File: config.mk
export PLATFORM = sky130hd
export DESIGN_NAME = udt_pkt_dispatch
export DESIGN_NICKNAME = d
export VERILOG_FILES = /design/src/rtl/udt_pkt_dispatch.sv
export SDC_FILE = /design/constraint.sdc
export NUM_CORES = 1
export LEC_CHECK = 0
export ABC_AREA = 0
export CORE_UTILIZATION = 35
export DETAILED_ROUTE_END_ITERATION = 16
export PLACE_DENSITY = 0.62
export SYNTH_ARGS = -nofsm -noshare
export SYNTH_HDL_FRONTEND = slang
export SYNTH_SLANG_ARGS = --single-unit
File: constraint.sdc
create_clock -name core_clk -period 16.8 [get_ports core_clk]
set_clock_uncertainty 0.2 [all_clocks]
set_input_delay 5.04 -clock core_clk [delete_from_list [all_inputs] [get_ports core_clk]]
set_output_delay 5.04 -clock core_clk [all_outputs]
set_load 0.01 [all_outputs]
File: src/rtl/udt_pkt_dispatch.sv
`timescale 1ns/1ps
// ---------------------------------------------------------------------------
// udt_pkt_dispatch_cnt
//   Wrapping event counter with synchronous clear. One instance per output
//   channel plus one for drops.
//   core_clk / core_rst : clock, async active-high reset
//   clr                 : synchronous clear, wins over a coincident inc
//   inc                 : count one event
//   cnt                 : current value, wraps modulo 2^CNT_W
// ---------------------------------------------------------------------------
module udt_pkt_dispatch_cnt #(
    parameter int CNT_W = 32
) (
    input  logic             core_clk,
    input  logic             core_rst,
    input  logic             clr,
    input  logic             inc,
    output logic [CNT_W-1:0] cnt
);

    always_ff @(posedge core_clk or posedge core_rst) begin
        if (core_rst)
            cnt <= '0;
        else if (clr)
            cnt <= '0;
        else if (inc)
            cnt <= cnt + 1'b1;
    end

endmodule

// ---------------------------------------------------------------------------
// udt_pkt_dispatch
//   Classifies UDT packets from the first header word and routes each whole
//   packet to one of NUM_CH output channels (ch0 = data, ch1+k = control
//   type k). Unmapped or malformed packets are consumed and dropped.
//   Ports:
//     core_clk, core_rst      : clock, async active-high reset
//     in_t*                   : input stream (first byte in the MSBs)
//     out_tdata/tkeep/tlast   : shared registered output beat
//     out_tvalid / out_tready : one-hot per-channel handshake
//     cnt_clr                 : synchronous clear of all statistics
//     pkt_cnt                 : packets delivered, ch i at [i*CNT_W +: CNT_W]
//     drop_cnt                : packets dropped
//     busy                    : packet in flight or output register full
// ---------------------------------------------------------------------------
module udt_pkt_dispatch #(
    parameter int DATA_W = 64,
    parameter int NUM_CH = 8,
    parameter int CNT_W  = 32
) (
    input  logic                    core_clk,
    input  logic                    core_rst,
    input  logic [DATA_W-1:0]       in_tdata,
    input  logic [DATA_W/8-1:0]     in_tkeep,
    input  logic                    in_tvalid,
    output logic                    in_tready,
    input  logic                    in_tlast,
    output logic [DATA_W-1:0]       out_tdata,
    output logic [DATA_W/8-1:0]     out_tkeep,
    output logic                    out_tlast,
    output logic [NUM_CH-1:0]       out_tvalid,
    input  logic [NUM_CH-1:0]       out_tready,
    input  logic                    cnt_clr,
    output logic [NUM_CH*CNT_W-1:0] pkt_cnt,
    output logic [CNT_W-1:0]        drop_cnt,
    output logic                    busy
);

    localparam int KEEP_W = DATA_W / 8;
    localparam int SEL_W  = $clog2(NUM_CH);

    localparam logic [1:0] ST_IDLE  = 2'd0;
    localparam logic [1:0] ST_ROUTE = 2'd1;
    localparam logic [1:0] ST_DROP  = 2'd2;

    logic [1:0]        state;
    logic [SEL_W-1:0]  rsel;      // channel of the packet being routed
    logic [SEL_W-1:0]  osel;      // channel of the beat in the output register
    logic              ovalid;
    logic [DATA_W-1:0] odata;
    logic [KEEP_W-1:0] okeep;
    logic              olast;

    // ---------------- header classification (used in IDLE only) ----------
    logic              hdr_ctrl;
    logic [14:0]       hdr_type;
    logic [15:0]       type_p1;
    logic              malformed;
    logic              mapped;
    logic [SEL_W-1:0]  c_sel;

    assign hdr_ctrl  = in_tdata[DATA_W-1];
    assign hdr_type  = in_tdata[DATA_W-2 -: 15];
    assign type_p1   = {1'b0, hdr_type} + 16'd1;
    // The whole 32-bit header must be present in the first beat.
    assign malformed = (in_tkeep[KEEP_W-1 -: 4] != 4'hF);
    assign mapped    = !malformed && (!hdr_ctrl || (type_p1 < 16'(NUM_CH)));
    assign c_sel     = hdr_ctrl ? type_p1[SEL_W-1:0] : '0;

    // ---------------- handshakes ------------------------------------------
    logic accept;
    logic handoff;
    logic load;
    logic drop_inc;
    logic [SEL_W-1:0] load_sel;

    // Ready looks only at the register's own channel; DROP never stalls.
    assign in_tready = !core_rst &&
                       ((state == ST_DROP) || !ovalid || out_tready[osel]);
    assign accept    = in_tvalid && in_tready;
    assign handoff   = ovalid && out_tready[osel];
    assign load      = accept && (((state == ST_IDLE) && mapped) || (state == ST_ROUTE));
    assign load_sel  = (state == ST_IDLE) ? c_sel : rsel;
    assign drop_inc  = accept && (state == ST_IDLE) && !mapped;

    // ---------------- FSM + output register --------------------------------
    always_ff @(posedge core_clk or posedge core_rst) begin
        if (core_rst) begin
            state  <= ST_IDLE;
            rsel   <= '0;
            osel   <= '0;
            ovalid <= 1'b0;
            odata  <= '0;
            okeep  <= '0;
            olast  <= 1'b0;
        end else begin
            // A load only happens when the register is empty or draining
            // this cycle, so it simply overwrites.
            if (load) begin
                ovalid <= 1'b1;
                osel   <= load_sel;
                odata  <= in_tdata;
                okeep  <= in_tkeep;
                olast  <= in_tlast;
            end else if (handoff) begin
                ovalid <= 1'b0;
            end

            case (state)
                ST_IDLE: begin
                    if (accept) begin
                        if (mapped) begin
                            rsel <= c_sel;
                            if (!in_tlast)
                                state <= ST_ROUTE;
                        end else if (!in_tlast) begin
                            state <= ST_DROP;
                        end
                    end
                end
                ST_ROUTE: begin
                    if (accept && in_tlast)
                        state <= ST_IDLE;
                end
                ST_DROP: begin
                    if (accept && in_tlast)
                        state <= ST_IDLE;
                end
                default: state <= ST_IDLE;
            endcase
        end
    end

    assign out_tdata = odata;
    assign out_tkeep = okeep;
    assign out_tlast = olast;
    assign busy      = (state != ST_IDLE) || ovalid;

    // ---------------- per-channel valid + statistics ------------------------
    for (genvar i = 0; i < NUM_CH; i++) begin : g_ch
        logic ch_done;
        assign out_tvalid[i] = ovalid && (osel == SEL_W'(i));
        assign ch_done       = out_tvalid[i] && out_tready[i] && olast;

        udt_pkt_dispatch_cnt #(.CNT_W(CNT_W)) u_pkt_cnt (
            .core_clk (core_clk),
            .core_rst (core_rst),
            .clr      (cnt_clr),
            .inc      (ch_done),
            .cnt      (pkt_cnt[i*CNT_W +: CNT_W])
        );
    end

    udt_pkt_dispatch_cnt #(.CNT_W(CNT_W)) u_drop_cnt (
        .core_clk (core_clk),
        .core_rst (core_rst),
        .clr      (cnt_clr),
        .inc      (drop_inc),
        .cnt      (drop_cnt)
    );

endmodule

==> qor.yml <==
cp_common_cell: "clkdlybuf4s50_1"
cap_viol_max_count: 0
path_max_fanout: 56
rsz0062_at_grt: "no"
r2r_slack_ns: 13.01
drt_first_iter_violations: 1370
initial_core_util_pct: 35.39
yosysWarnings: 0
status: "complete, no violations"
routed_wirelength_um: 64270
clockBufferDepth: 3
die_h_um: 240.6
ys_seq_area_share_pct: 46.48
die_width_um: 240.6
worstRegToRegCells: 6
post-route-drc-count: 0
cts_htree_levels: 2
cts-root-buf: "clkbuf_16"
reg2reg_from: "osel[2]"
clk_latency_ns: 0.57
cts_buffers: 45
hold_path_end: "rsel[2]"
setup_violations: 0
finalCritPeriodShare_pct: 75.45
vias: 18400
port_buffers: 455
endpoint_kind: "primary output"
cp.depth: 7
peakVddDrop_v: 0.00007256
synth_ff_type: "dfrtp_1"
post_cts_resize_count: 0
p_per_area_mw_per_mm2: 85.55
hold_buffers: 0
coreArea_mm2: 0.05628
area_growth_pct: 33.54
cp.required_ns: 11.56
leakage_nw: 9.907
die_area_mm2: 0.05787
hold_path_startpoint: "rsel[2]"
antenna_found_initial: 3
syn_inst: 2177
fillers: 5299
hold_path_class: "flip-flop to flip-flop"
hold_depth: 1
via_per_inst: 5.487
crit_path_start_kind: "input port"
crit_path_top_delay_cell: "buf_4"
slew_viol_final: 0
cpPeakStageDelay_ns: 0.60
async_flop_share_pct: 100.0
critPathBufInv: 3
track_usage_pct: 21.40
finalSetupTns_ns: 0
synth.net_count: 2275
hpwl_um: 43840
whs_ns: 0.2744
final-seq-area_mm2: 0.009259
max_freq_ghz: 0.07889
min_period_ns: 12.68
r2r_end: "u_drop_cnt.cnt[25]"
final_common_cell: "clkdlybuf4s50_1"
cts_setup_buffers: 0
relSlewSlack_pct: 20.81
grt_pass1_vias: 17180
syn_area_mm2: 0.01992
cts_tree: "done"
crit_type: "input port to primary output"
synth-edff-count: 0
ys_ff_latch: 370
gp_congestion: 0.8292
multi_input_area_mm2: 0.01007
grt_overflow_total: 0
final_layout_size_suffix_gt1_share_pct: 5.125
drtPass1Iterations: 7
wl_per_cell_um: 19.17
hold_violations: 0
nNetsFinal: 2662
cts.sinks: 370
rows: 87
num_io_pins: 456
cpLargestDelayFamily: "buffers and inverters"
clkTransAtPathRegs_ns: 0.06
ys_types: 59
avgSynthCellArea_um2: 9.150
worst_slew_pin_slew_ns: 1.177
mostFrequentLayoutCells: "454 x clkdlybuf4s50_1, 370 x dfrtp_1, 280 x nor2_1"
path_cells: "clkdlybuf4s50_1, mux2i_1, nand3_1, a41oi_4, buf_4, nor2_1, clkdlybuf4s50_1"
grt_pass1_wl_um: 98750
grt_max_degree: 153
critPathArrivalTime_ns: 7.44
antenna_left: 0
## cell families (layout without fill, tap and decap cells)
| family | count (synthesis) | count (layout) | synth area share, % |
|---|---|---|---|
| XOR/XNOR | 218 | 218 | 9.585 |
| flip-flops | 370 | 370 | 46.48 |
| multiplexers | 37 | 37 | 2.387 |
| AND/OR/NAND/NOR | 1060 | 1060 | 26.51 |
| AO/OA/AOI/OAI | 313 | 313 | 10.94 |
| other | 0 | 2 | 0 |
| buffers and inverters | 166 | 584 | 3.279 |
| adder cells (fa/ha/maj) | 13 | 13 | 0.8166 |
## how the worst max path moves through the flow
stage | from | endpoint | slack, ns
after floorplan | core_rst | out_tdata[10] | 0.92
after global placement | out_tready[4] | in_tready | 4.13
after detailed placement | out_tready[4] | in_tready | 4.14
after CTS | out_tready[4] | in_tready | 4.12
after global routing | out_tready[4] | in_tready | 4.04
final | out_tready[4] | in_tready | 4.12
## synthesized netlist by cell type, drive strengths merged, types with 2 or more instances
cell type	number	area share, %
nor2	282	5.3
a21oi	63	1.6
nor4b	2	0.088
o21ai	41	1.0
nand2	223	4.2
a211oi	52	2.0
o31ai	22	0.83
a31oi	3	0.094
buf	22	0.57
xnor2	82	3.6
nor4	27	0.88
clkbuf	115	2.2
nand2b	5	0.16
mux2	27	1.9
nand4	77	2.4
dfrtp	370	46
a311oi	2	0.088
o311ai	3	0.13
or4	28	1.1
nor2b	23	0.72
mux2i	10	0.50
a22oi	54	2.0
xor2	136	6.0
nand3b	4	0.15
and4	30	1.3
nor3b	4	0.15
and3b	3	0.13
inv	29	0.55
or2	5	0.16
nor3	35	0.90
a2111oi	2	0.094
o21a	2	0.075
or3	43	1.4
ha	13	0.82
a41oi	53	2.3
and2	20	0.63
nand3	156	3.9
o211ai	3	0.11
a22o	4	0.18
and3	90	2.8
## stage by stage
| stage | power [mW] | cells | setup slack [ns] | instance area (um^2) | utilization (%) |
|---|---|---|---|---|---|
| after floorplan | 1.157 | 2177 | 0.9189 | 19920 | - |
| after global placement | 1.308 | 3273 | 4.133 | 25120 | 44.64 |
| after detailed placement | 1.314 | 3273 | 4.143 | 25120 | 44.64 |
| after CTS | 2.308 | 3351 | 4.123 | 26590 | 47.26 |
| after global routing | 2.370 | 3351 | 4.035 | 26590 | 47.26 |
| final | 2.275 | 3353 | 4.124 | 26600 | 47.26 |
## state kept, by name, indices dropped and copies added (netlist names)
register and flops:
out_tlast 1, rsel 3, osel 3, state 2, u_drop_cnt.cnt 32, out_tkeep 8
out_tdata 64, ovalid 1, g_ch.u_pkt_cnt.cnt 256
## power by group
group	internal, mW	switching [mW]
sequential	0.924	0.0265
clock	0.586	0.390
combinational	0.149	0.200
## worst reg2reg max path, cell delays in order (launching register included)
cell and delay (ns):
dfrtp_1 0.80, inv_1 0.36, nand3_1 0.29, a41o_1 0.64, nand4_1 0.54, nor4_1 0.48
mux2_2 0.37
## area by class of cell
type	instances	area share, %
Antenna cell	2	0.01882
Clock buffer	63	4.751
Inverter	29	0.4375
Clock inverter	15	0.7808
Sequential cell	370	34.81
Tap cell	756	3.556
Timing Repair Buffer	477	17.80
Multi-Input combinational cell	1641	37.84
## routing by layer
layer	wire, um	up-vias	track usage, %
met1	27050	9129	27.73
met2	29670	590	33.95
met4	1776	2	6.524
li1	-	8572	-
met3	5769	104	6.805
met5	12	-	0
No activity file was read; power rests on OpenSTA's default activity.
